===== src/rtl/text_memory_arbiter_pkg.sv =====
// Shared definitions for the text memory arbiter.
//   TEXT_BEGIN / TEXT_END : inclusive byte-address bounds of the text segment
//   port_e                : requester id carried through the in-flight register
//   rsp_tag_t             : in-flight response tag {valid, port, error}
package text_memory_arbiter_pkg;

  localparam logic [31:0] TEXT_BEGIN = 32'h0001_0000;
  localparam logic [31:0] TEXT_END   = 32'h0001_fffc;

  typedef enum logic {
    PORT_IF = 1'b0,
    PORT_DM = 1'b1
  } port_e;

  typedef struct packed {
    logic  valid;
    port_e port;
    logic  error;
  } rsp_tag_t;

endpackage


===== src/rtl/text_request_checker.sv =====
// Combinational range/alignment check for one requester.
//   address : request byte address
//   word    : text memory word address derived from the byte address
//   error   : address outside [TEXT_BEGIN, TEXT_END] or not word aligned
module text_request_checker
  import text_memory_arbiter_pkg::*;
#(
  parameter int unsigned MEM_AWIDTH = 14
) (
  input  logic [31:0]           address,
  output logic [MEM_AWIDTH-1:0] word,
  output logic                  error
);

  assign word  = address[MEM_AWIDTH+1:2];
  assign error = (address < TEXT_BEGIN) || (address > TEXT_END) || (address[1:0] != 2'b00);

endmodule


===== src/rtl/text_memory_arbiter.sv =====
// Shares the single-port synchronous-read text memory between instruction fetch
// (if_*) and data loads (dm_*). One grant per cycle, data has priority unless fetch
// has been starved for STARVE_LIMIT consecutive data grants. The response (or an
// error with zero data) returns on the issuing port one cycle after the handshake.
//   clock, reset          : rising-edge clock, asynchronous active-high reset
//   if_req_* / dm_req_*   : request handshakes (valid/ready/address)
//   if_rsp_* / dm_rsp_*   : single-cycle response pulses (valid/data/error)
//   mem_address, mem_q    : text memory word address out, read data in
module text_memory_arbiter
  import text_memory_arbiter_pkg::*;
#(
  parameter int unsigned STARVE_LIMIT = 3,
  parameter int unsigned MEM_AWIDTH   = 14
) (
  input  logic                  clock,
  input  logic                  reset,
  input  logic                  if_req_valid,
  output logic                  if_req_ready,
  input  logic [31:0]           if_req_address,
  output logic                  if_rsp_valid,
  output logic [31:0]           if_rsp_data,
  output logic                  if_rsp_error,
  input  logic                  dm_req_valid,
  output logic                  dm_req_ready,
  input  logic [31:0]           dm_req_address,
  output logic                  dm_rsp_valid,
  output logic [31:0]           dm_rsp_data,
  output logic                  dm_rsp_error,
  output logic [MEM_AWIDTH-1:0] mem_address,
  input  logic [31:0]           mem_q
);

  localparam int unsigned CntW = ($clog2(STARVE_LIMIT + 1) < 1) ? 1 : $clog2(STARVE_LIMIT + 1);
  localparam logic [CntW-1:0] Limit = CntW'(STARVE_LIMIT);

  logic [MEM_AWIDTH-1:0] if_word, dm_word;
  logic                  if_error, dm_error;

  text_request_checker #(
    .MEM_AWIDTH (MEM_AWIDTH)
  ) u_if_check (
    .address (if_req_address),
    .word    (if_word),
    .error   (if_error)
  );

  text_request_checker #(
    .MEM_AWIDTH (MEM_AWIDTH)
  ) u_dm_check (
    .address (dm_req_address),
    .word    (dm_word),
    .error   (dm_error)
  );

  logic [CntW-1:0]       starve_cnt_q, starve_cnt_d;
  logic [MEM_AWIDTH-1:0] last_addr_q, last_addr_d;
  rsp_tag_t              pend_q, pend_d;
  logic                  if_grant, dm_grant, force_if;

  // Grants are gated by reset so neither port sees ready while reset is held.
  always_comb begin
    force_if = if_req_valid && (starve_cnt_q == Limit);
    dm_grant = !reset && dm_req_valid && !force_if;
    if_grant = !reset && if_req_valid && !dm_grant;
  end

  always_comb begin
    starve_cnt_d = starve_cnt_q;
    if (!if_req_valid || if_grant) begin
      starve_cnt_d = '0;
    end else if (dm_grant && (starve_cnt_q != Limit)) begin
      starve_cnt_d = starve_cnt_q + 1'b1;
    end
  end

  always_comb begin
    last_addr_d  = last_addr_q;
    pend_d.valid = if_grant || dm_grant;
    pend_d.port  = dm_grant ? PORT_DM : PORT_IF;
    pend_d.error = dm_grant ? dm_error : if_error;
    if (dm_grant) begin
      last_addr_d = dm_word;
    end else if (if_grant) begin
      last_addr_d = if_word;
    end
  end

  always_ff @(posedge clock or posedge reset) begin
    if (reset) begin
      starve_cnt_q <= '0;
      last_addr_q  <= '0;
      pend_q       <= '{valid: 1'b0, port: PORT_IF, error: 1'b0};
    end else begin
      starve_cnt_q <= starve_cnt_d;
      last_addr_q  <= last_addr_d;
      pend_q       <= pend_d;
    end
  end

  // The address is driven combinationally so the memory samples it on the
  // handshake edge; with no grant the last address is held.
  always_comb begin
    mem_address  = last_addr_d;
    if_req_ready = if_grant;
    dm_req_ready = dm_grant;
    if_rsp_valid = pend_q.valid && (pend_q.port == PORT_IF);
    dm_rsp_valid = pend_q.valid && (pend_q.port == PORT_DM);
    if_rsp_error = if_rsp_valid && pend_q.error;
    dm_rsp_error = dm_rsp_valid && pend_q.error;
    if_rsp_data  = (if_rsp_valid && !pend_q.error) ? mem_q : 32'h0;
    dm_rsp_data  = (dm_rsp_valid && !pend_q.error) ? mem_q : 32'h0;
  end

endmodule


===== config.mk =====
export PLATFORM = sky130hd
export DESIGN_NAME = text_memory_arbiter
export DESIGN_NICKNAME = d
export VERILOG_FILES = /design/src/rtl/text_memory_arbiter_pkg.sv /design/src/rtl/text_request_checker.sv /design/src/rtl/text_memory_arbiter.sv
export SDC_FILE = /design/constraint.sdc
export NUM_CORES = 1
export LEC_CHECK = 0
export CAP_MARGIN = 40
export CORE_UTILIZATION = 27
export CTS_CLUSTER_DIAMETER = 150
export DETAILED_ROUTE_END_ITERATION = 10
export MAX_ROUTING_LAYER = met4
export PLACE_DENSITY = 0.91
export SYNTH_ARGS = -nofsm -noshare
export SYNTH_HDL_FRONTEND = slang
export SYNTH_SLANG_ARGS = --single-unit

===== constraint.sdc =====
create_clock -name clock -period 3.09 [get_ports clock]
set_input_delay 0.618 -clock clock [delete_from_list [all_inputs] [get_ports clock]]
set_output_delay 0.618 -clock clock [all_outputs]
set_load 0.1 [all_outputs]

==> results of run 1 <==
[where the power goes]
part | switching, uW | total (uW) | internal [uW]
Clock | 77.8 | 169 | 91.5
Sequential | 9.74 | 284 | 275
Combinational | 297 | 533 | 237
Total | 384 | 987 | 603
[sequential cells by signal, summed over array words and instances (netlist names)]
register	flops
last_addr_q	14
pend_q	3
starve_cnt_q	2
[critical path, delay by kind of cell]
kind | cells | cell delay (ns)
AOI/OAI and AO/OA | 1 | 0.37
buffers and inverters | 4 | 1.07
and+or+nand+nor | 2 | 0.23
[cell type report]
| class | count | area, um2 |
|---|---|---|
| Sequential cell | 19 | 475 |
| Timing Repair Buffer | 188 | 1860 |
| Multi-Input combinational cell | 110 | 773 |
| Clock buffer | 4 | 45.0 |
| Fill cell | 413 | 1490 |
| Inverter | 17 | 63.8 |
| Tap cell | 67 | 83.8 |
[Yosys cell counts]
master | number | area (um2)
inv_2 | 1 | 3.75
a31oi_1 | 2 | 12.5
and2_1 | 67 | 419
and3_1 | 1 | 6.26
clkbuf_1 | 6 | 22.5
dfrtp_1 | 19 | 475
ha_1 | 1 | 12.5
nor2_1 | 2 | 7.51
nor2b_4 | 1 | 13.8
nor4b_1 | 1 | 8.76
a21oi_1 | 1 | 5.00
o21ai_1 | 1 | 5.00
nor2b_1 | 3 | 18.8
inv_1 | 16 | 60.1
nor4_1 | 8 | 50.1
buf_6 | 2 | 22.5
nand2_1 | 2 | 7.51
a222oi_1 | 14 | 140
and2b_1 | 2 | 15.0
nor3b_2 | 1 | 12.5
buf_2 | 1 | 5.00
or4b_1 | 1 | 10.0
a211oi_2 | 1 | 12.5
and4_1 | 1 | 8.76
[routing by layer]
layer	part of all wire (%)	GRT usage, %
met1	36	22.5
met2	55	37.8
met3	8.5	5.11
met4	0.65	5.88
met5	0	-
[stage by stage]
| step | power (uW) | utilization, % | setup slack (ns) | std cells |
|---|---|---|---|---|
| final | 987 | 69.0 | 0.181 | 405 |
| after floorplan | 552 | - | 0.0549 | 155 |
| after global placement | 815 | 68.0 | 0.281 | 401 |
| after global routing | 1030 | 69.0 | 0.0797 | 405 |
| after detailed placement | 824 | 68.0 | 0.161 | 401 |
| after CTS | 995 | 69.0 | 0.160 | 405 |
[worst paths after layout]
path | start | end | slack, ns | depth (start not counted)
setup / recovery | dm_req_valid | mem_address[6] | 0.18 | 7
hold / removal | last_addr_q[13] | last_addr_q[13] | 0.54 | 2
setup reg to reg | starve_cnt_q[0] | last_addr_q[6] | 1.35 | 6
hold reg to reg | last_addr_q[13] | last_addr_q[13] | 0.54 | 2
max in group asynchronous | reset | last_addr_q[9] | 1.98 | 3
min in group asynchronous | reset | starve_cnt_q[1] | 0.90 | 3
[cells by family (layout without fill, tap and decap cells)]
family | count (synthesis) | in the layout
compound gates | 19 | 19
fa+ha+maj | 1 | 1
buf+inv | 26 | 209
flops | 19 | 19
simple gates | 90 | 90
[cells in the final DEF (no fill, tap or decap), drive strengths merged]
master / count
clkdlybuf4s50: 99
a31oi: 2
nor2: 2
and3: 1
and2: 67
a222oi: 14
and2b: 2
nor3b: 1
nor4: 8
o21ai: 1
and4: 1
dfrtp: 19
nor2b: 4
a211oi: 1
inv: 17
buf: 89
clkbuf: 4
or4b: 1
nand2: 2
ha: 1
nor4b: 1
a21oi: 1
==> key figures, run 1 <==
Clocking
  – CTS Buf Count: 3
  – Cts hold-fix bufs: 0
  – CTS max path bufs: 2
  – Setup bufs post-CTS: 0
  – Clk root buf: clkbuf_8
  – Worst skew pair latency: 0.25 ns
  – Clk slew on worst S/H paths: 0.07 ns
  – CTS resizes: 0
  – H-tree levels: 1
  – Clock Sinks: 19
  – CTS tree: done

Critical path
  – Crit path cell chain: clkdlybuf4s50_1 > nor2b_4 > nor3b_2 > buf_4 > a222oi_1 > inv_1 > buf_12
  – CP max stage delay: 0.53 ns
  – Crit path DAT: 2.29 ns
  – Crit-path max FO: 15
  – WP data required: 2.47 ns
  – CP Class: in -> out
  – Critical Path Sink Type: output port
  – CP max stage cell: clkdlybuf4s50_1
  – Startpoint Class: input port

Place
  – Post-DP HPWL: 4750 um
  – Routability cong.: 0.751
  – IO Port Bufs: 183
  – DP Area: 3260 um2

STA
  – Setup tns final: 0 ns
  – Rel. slew slack: 51.8%
  – Fmax: 344 MHz
  – RSZ-0062 raised after global routing: no
  – Max Transition Viols Final: 0
  – Worst clock skew: 0.00244 ns
  – Measured slew at the worst slew-check pin: 0.722 ns
  – Fin. Hold Viols: 0
  – Post-layout minimum cycle time: 2.91 ns
  – Min Hold Slack: 0.543 ns
  – # setup viols final: 0
  – Ratio of final minimum period to clock period: 94.1%

Global route
  – Total grt overflow: 0
  – GRT Overall Usage: 20.8%
  – Vias in the first global route: 1800
  – First-pass GRT wire length: 8350 um
  – Largest net degree at the start of global routing: 33
  – Antenna violations before repair: 0

Detailed routing
  – TritonRoute pass-1 iters: 4
  – Number of remaining DRC errors: 0
  – Via/cell ratio: 4.54
  – Routed vias: 1837
  – Initial DRC Count: 70
  – Wire length per cell: 13.7 um
  – Antenna Nets Post-Route: 0
  – Total routed wirelength: 5540 um

Synth
  – Register area share after synthesis: 35.1%
  – Netlist Area Pre-Place: 1360 um2
  – Synth Register Bits: 19
  – Post-synthesis mux area share: 0%
  – Mapped Avg Cell Area: 8.74 um2
  – Total number of yosys warnings: 0
  – Main combinational cell family by area after synthesis: simple AND/OR/NAND/NOR gates
  – Post-synthesis simple-gate area fraction: 42.7%
  – Synth Area in Adders: 0.923%
  – Mapped Cells: 155
  – Netlist cell types: 24
  – Compound-Gate Fraction of Synth Area: 12.9%
  – Xor and xnor area share after synthesis: 0%
  – Synthesized Nets: 256

Power and ir drop
  – PD cells: 299 nW/um2
  – Maximum vdd drop: 0.307 mV
  – Static Leak: 0.00160 uW

Cells and area
  – Post-route cell area: 3300 um2
  – # nets final: 440
  – Synthesis-to-layout area growth: 144%
  – Proportion of layout cells with a drive suffix above 1: 28.7%
  – N_diodes: 0

Flow run
  – Max_cap viols: 0

Floorplanning
  – Num rows: 25
  – Die ar.: 5310 um2
  – I/O pin count: 184
  – Die Y-Extent: 72.8 um
  – Initial Util: 28.3%
  – Die extent in x: 72.8 um
  – Core Area: 4790 um2

Min path
  – Hold Path Class: reg -> reg

Outcome
  – Run status: complete, no violations
No activity file was read; power rests on OpenSTA's default activity.
==> inputs of run 2 (changes only) <==
Settings changed: CORE_UTILIZATION 27 to 22, PLACE_DENSITY 0.91 to 0.8.
Clock period 3.09 ns to 2.66 ns, I/O delays scaled along.
==> key figures, run 2 (same netlist as run 1, synthesis figures left out) <==
Cells and area
  – Fillers: 408
  – Synthesis-to-layout area growth: 211%
  – Reg with most FFs: last_addr_q
  – Commonest cells after routing, fill and taps aside: clkdlybuf4s50_1, buf_12, and2_2
  – N_diodes: 0
  – # nets final: 444
  – Top Registers: last_addr_q: 14 flops, pend_q: 3 flops, starve_cnt_q: 2 flops
  – Finished Layout Cells: 417
  – Number of flip-flops under the largest register name: 14
  – Proportion of layout cells with a drive suffix above 1: 47.4%
  – Most common cell after layout, fill and taps aside: clkdlybuf4s50_1

Critical path
  – Worst reg-to-reg path cell count: 7
  – Worst reg2reg startpoint: starve_cnt_q[0]
  – Crit path cell chain: ha_2 > nor2b_4 > nor3b_2 > buf_4 > a222oi_1 > inv_1 > buf_12
  – Worst r2r dst: last_addr_q[3]
  – Crit path DAT: 2.03 ns
  – WP data required: 2.13 ns
  – Reg2reg setup slack: 0.82 ns
  – CP max stage delay: 0.40 ns
  – Startpoint Class: flip-flop
  – CP max stage cell: dfrtp_1
  – Critical Path Sink Type: output port
  – Crit-path max FO: 15
  – CP Class: reg -> out

Detailed routing
  – Antenna Nets Post-Route: 0
  – Via/cell ratio: 4.60
  – Routed vias: 1918
  – Initial DRC Count: 110
  – TritonRoute pass-1 iters: 5
  – Total routed wirelength: 6270 um
  – Number of remaining DRC errors: 0
  – Wire length per cell: 15.0 um

Clocking
  – H-tree levels: 1
  – CTS max path bufs: 2
  – Worst skew pair latency: 0.25 ns
  – Clk root buf: clkbuf_8
  – CTS Buf Count: 3
  – Cts hold-fix bufs: 0
  – Clock Sinks: 19
  – CTS tree: done
  – Clk slew on worst S/H paths: 0.07 ns

Floorplanning
  – Die ar.: 6480 um2
  – Num rows: 28
  – Initial Util: 22.9%
  – Die extent in x: 80.5 um
  – Core Area: 5920 um2
  – Die Y-Extent: 80.5 um
  – I/O pin count: 184

Power and ir drop
  – Clock Power Share: 17.4%
  – PD cells: 275 nW/um2
  – Maximum vdd drop: 0.335 mV
  – Combinational share of power: 54.1%
  – Internal power: 704 uW
  – Static Leak: 0.00185 uW
  – Sw Share: 39.2%
  – Tot Pwr: 1160 uW
  – Switching power: 455 uW
  – Reg power frac: 28.5%

Global route
  – Largest net degree at the start of global routing: 33
  – First-pass GRT wire length: 9500 um
  – GRT Overall Usage: 19.5%
  – Vias in the first global route: 1904
  – Total grt overflow: 0
  – Antenna violations before repair: 0

STA
  – Post-layout minimum cycle time: 2.56 ns
  – Fin. Hold Viols: 0
  – Rel. slew slack: 47.2%
  – Max Transition Viols Final: 0
  – Worst clock skew: 0.00224 ns
  – Fmax: 390 MHz
  – RSZ-0062 raised after global routing: no
  – Setup tns final: 0 ns
  – Measured slew at the worst slew-check pin: 0.793 ns
  – Ratio of final minimum period to clock period: 96.3%
  – # setup viols final: 0

Place
  – Post-DP HPWL: 5360 um
  – Routability cong.: 0.781
  – IO Port Bufs: 183
  – Inst Count DP: 411

Outcome
  – Run status: complete, no violations

Min path
  – Hold EP: last_addr_q[12]
  – WHS Path Cells: 2
  – Hold Path Class: reg -> reg
  – Startpoint of the worst hold path: last_addr_q[12]

Flow run
  – Max_cap viols: 0
-- run 2: changes by cell type in the layout (fill, tap and decap cells not counted) --
cell | before | now
ha_1 | 1 | 0
dlygate4sd2_1 | 0 | 2
and2_2 | 0 | 60
and2_1 | 67 | 7
buf_12 | 16 | 80
ha_2 | 0 | 1
buf_4 | 73 | 13
clkdlybuf4s50_1 | 99 | 96
dlymetal6s2s_1 | 0 | 1
-- run 2: power groups by stage --
stage / combinational (uW) / clock, uW / sequential, uW
4_1_cts: 626 / 209 / 331
5_1_grt: 650 / 220 / 334
3_3_place_gp: 613 / 0 / 335
3_5_place_dp: 623 / 0 / 335
6_report: 627 / 202 / 330
2_1_floorplan: 309 / 0 / 332
-- run 2: repair_timing --
item	4_1_cts	5_1_grt
buffers inserted	1	1
endpoints found under the setup margin	13	9
hold endpoints to repair	0	0
gates resized for setup	2	2
pin swaps	1	1
-- run 2: final cells by class --
class | instances | area (um2) | share of cell area, %
Inverter | 17 | 63.8 | 1.51
Tap cell | 75 | 93.8 | 2.22
Timing Repair Buffer | 192 | 2690 | 63.8
Sequential cell | 19 | 475 | 11.3
Multi-Input combinational cell | 110 | 851 | 20.2
Clock buffer | 4 | 45.0 | 1.07
-- run 2: worst max-delay path: cells and delay by family, from the launching register on --
family,cells,cell delay [ns]
and+or+nand+nor,2,0.17
buffers and inverters,3,0.56
adders and majority gates,1,0.23
AOI/OAI and AO/OA,1,0.40
DFF,1,0.40
-- run 2: how the worst max path moves through the flow --
stage / start / end / cells past startpoint
4_1_cts: if_req_valid / mem_address[6] / 6
3_5_place_dp: dm_req_valid / mem_address[6] / 7
6_report: starve_cnt_q[0] / mem_address[3] / 7
2_1_floorplan: pend_q[1] / if_rsp_data[10] / 4
3_3_place_gp: dm_req_valid / mem_address[4] / 7
5_1_grt: pend_q[1] / dm_rsp_data[19] / 4
-- run 2: metal layers --
metal  track usage [%]  routed length (um)
met1              21.0                2250
met2              36.7                3400
met3              3.41                 552
met4              4.64                  68
met5                 -                   0
-- run 2: stage by stage --
step	hold slack [ns]	cell area [um2]	setup WS [ns]	util [%]
finish	0.545	4220	0.0986	71.3
floorplan	0.498	1440	-0.0207	-
CTS	0.550	4210	0.0140	71.0
global route	0.578	4220	0.00297	71.3
global placement	0.522	4160	0.0298	70.2
detailed placement	0.530	4160	-0.0901	70.2
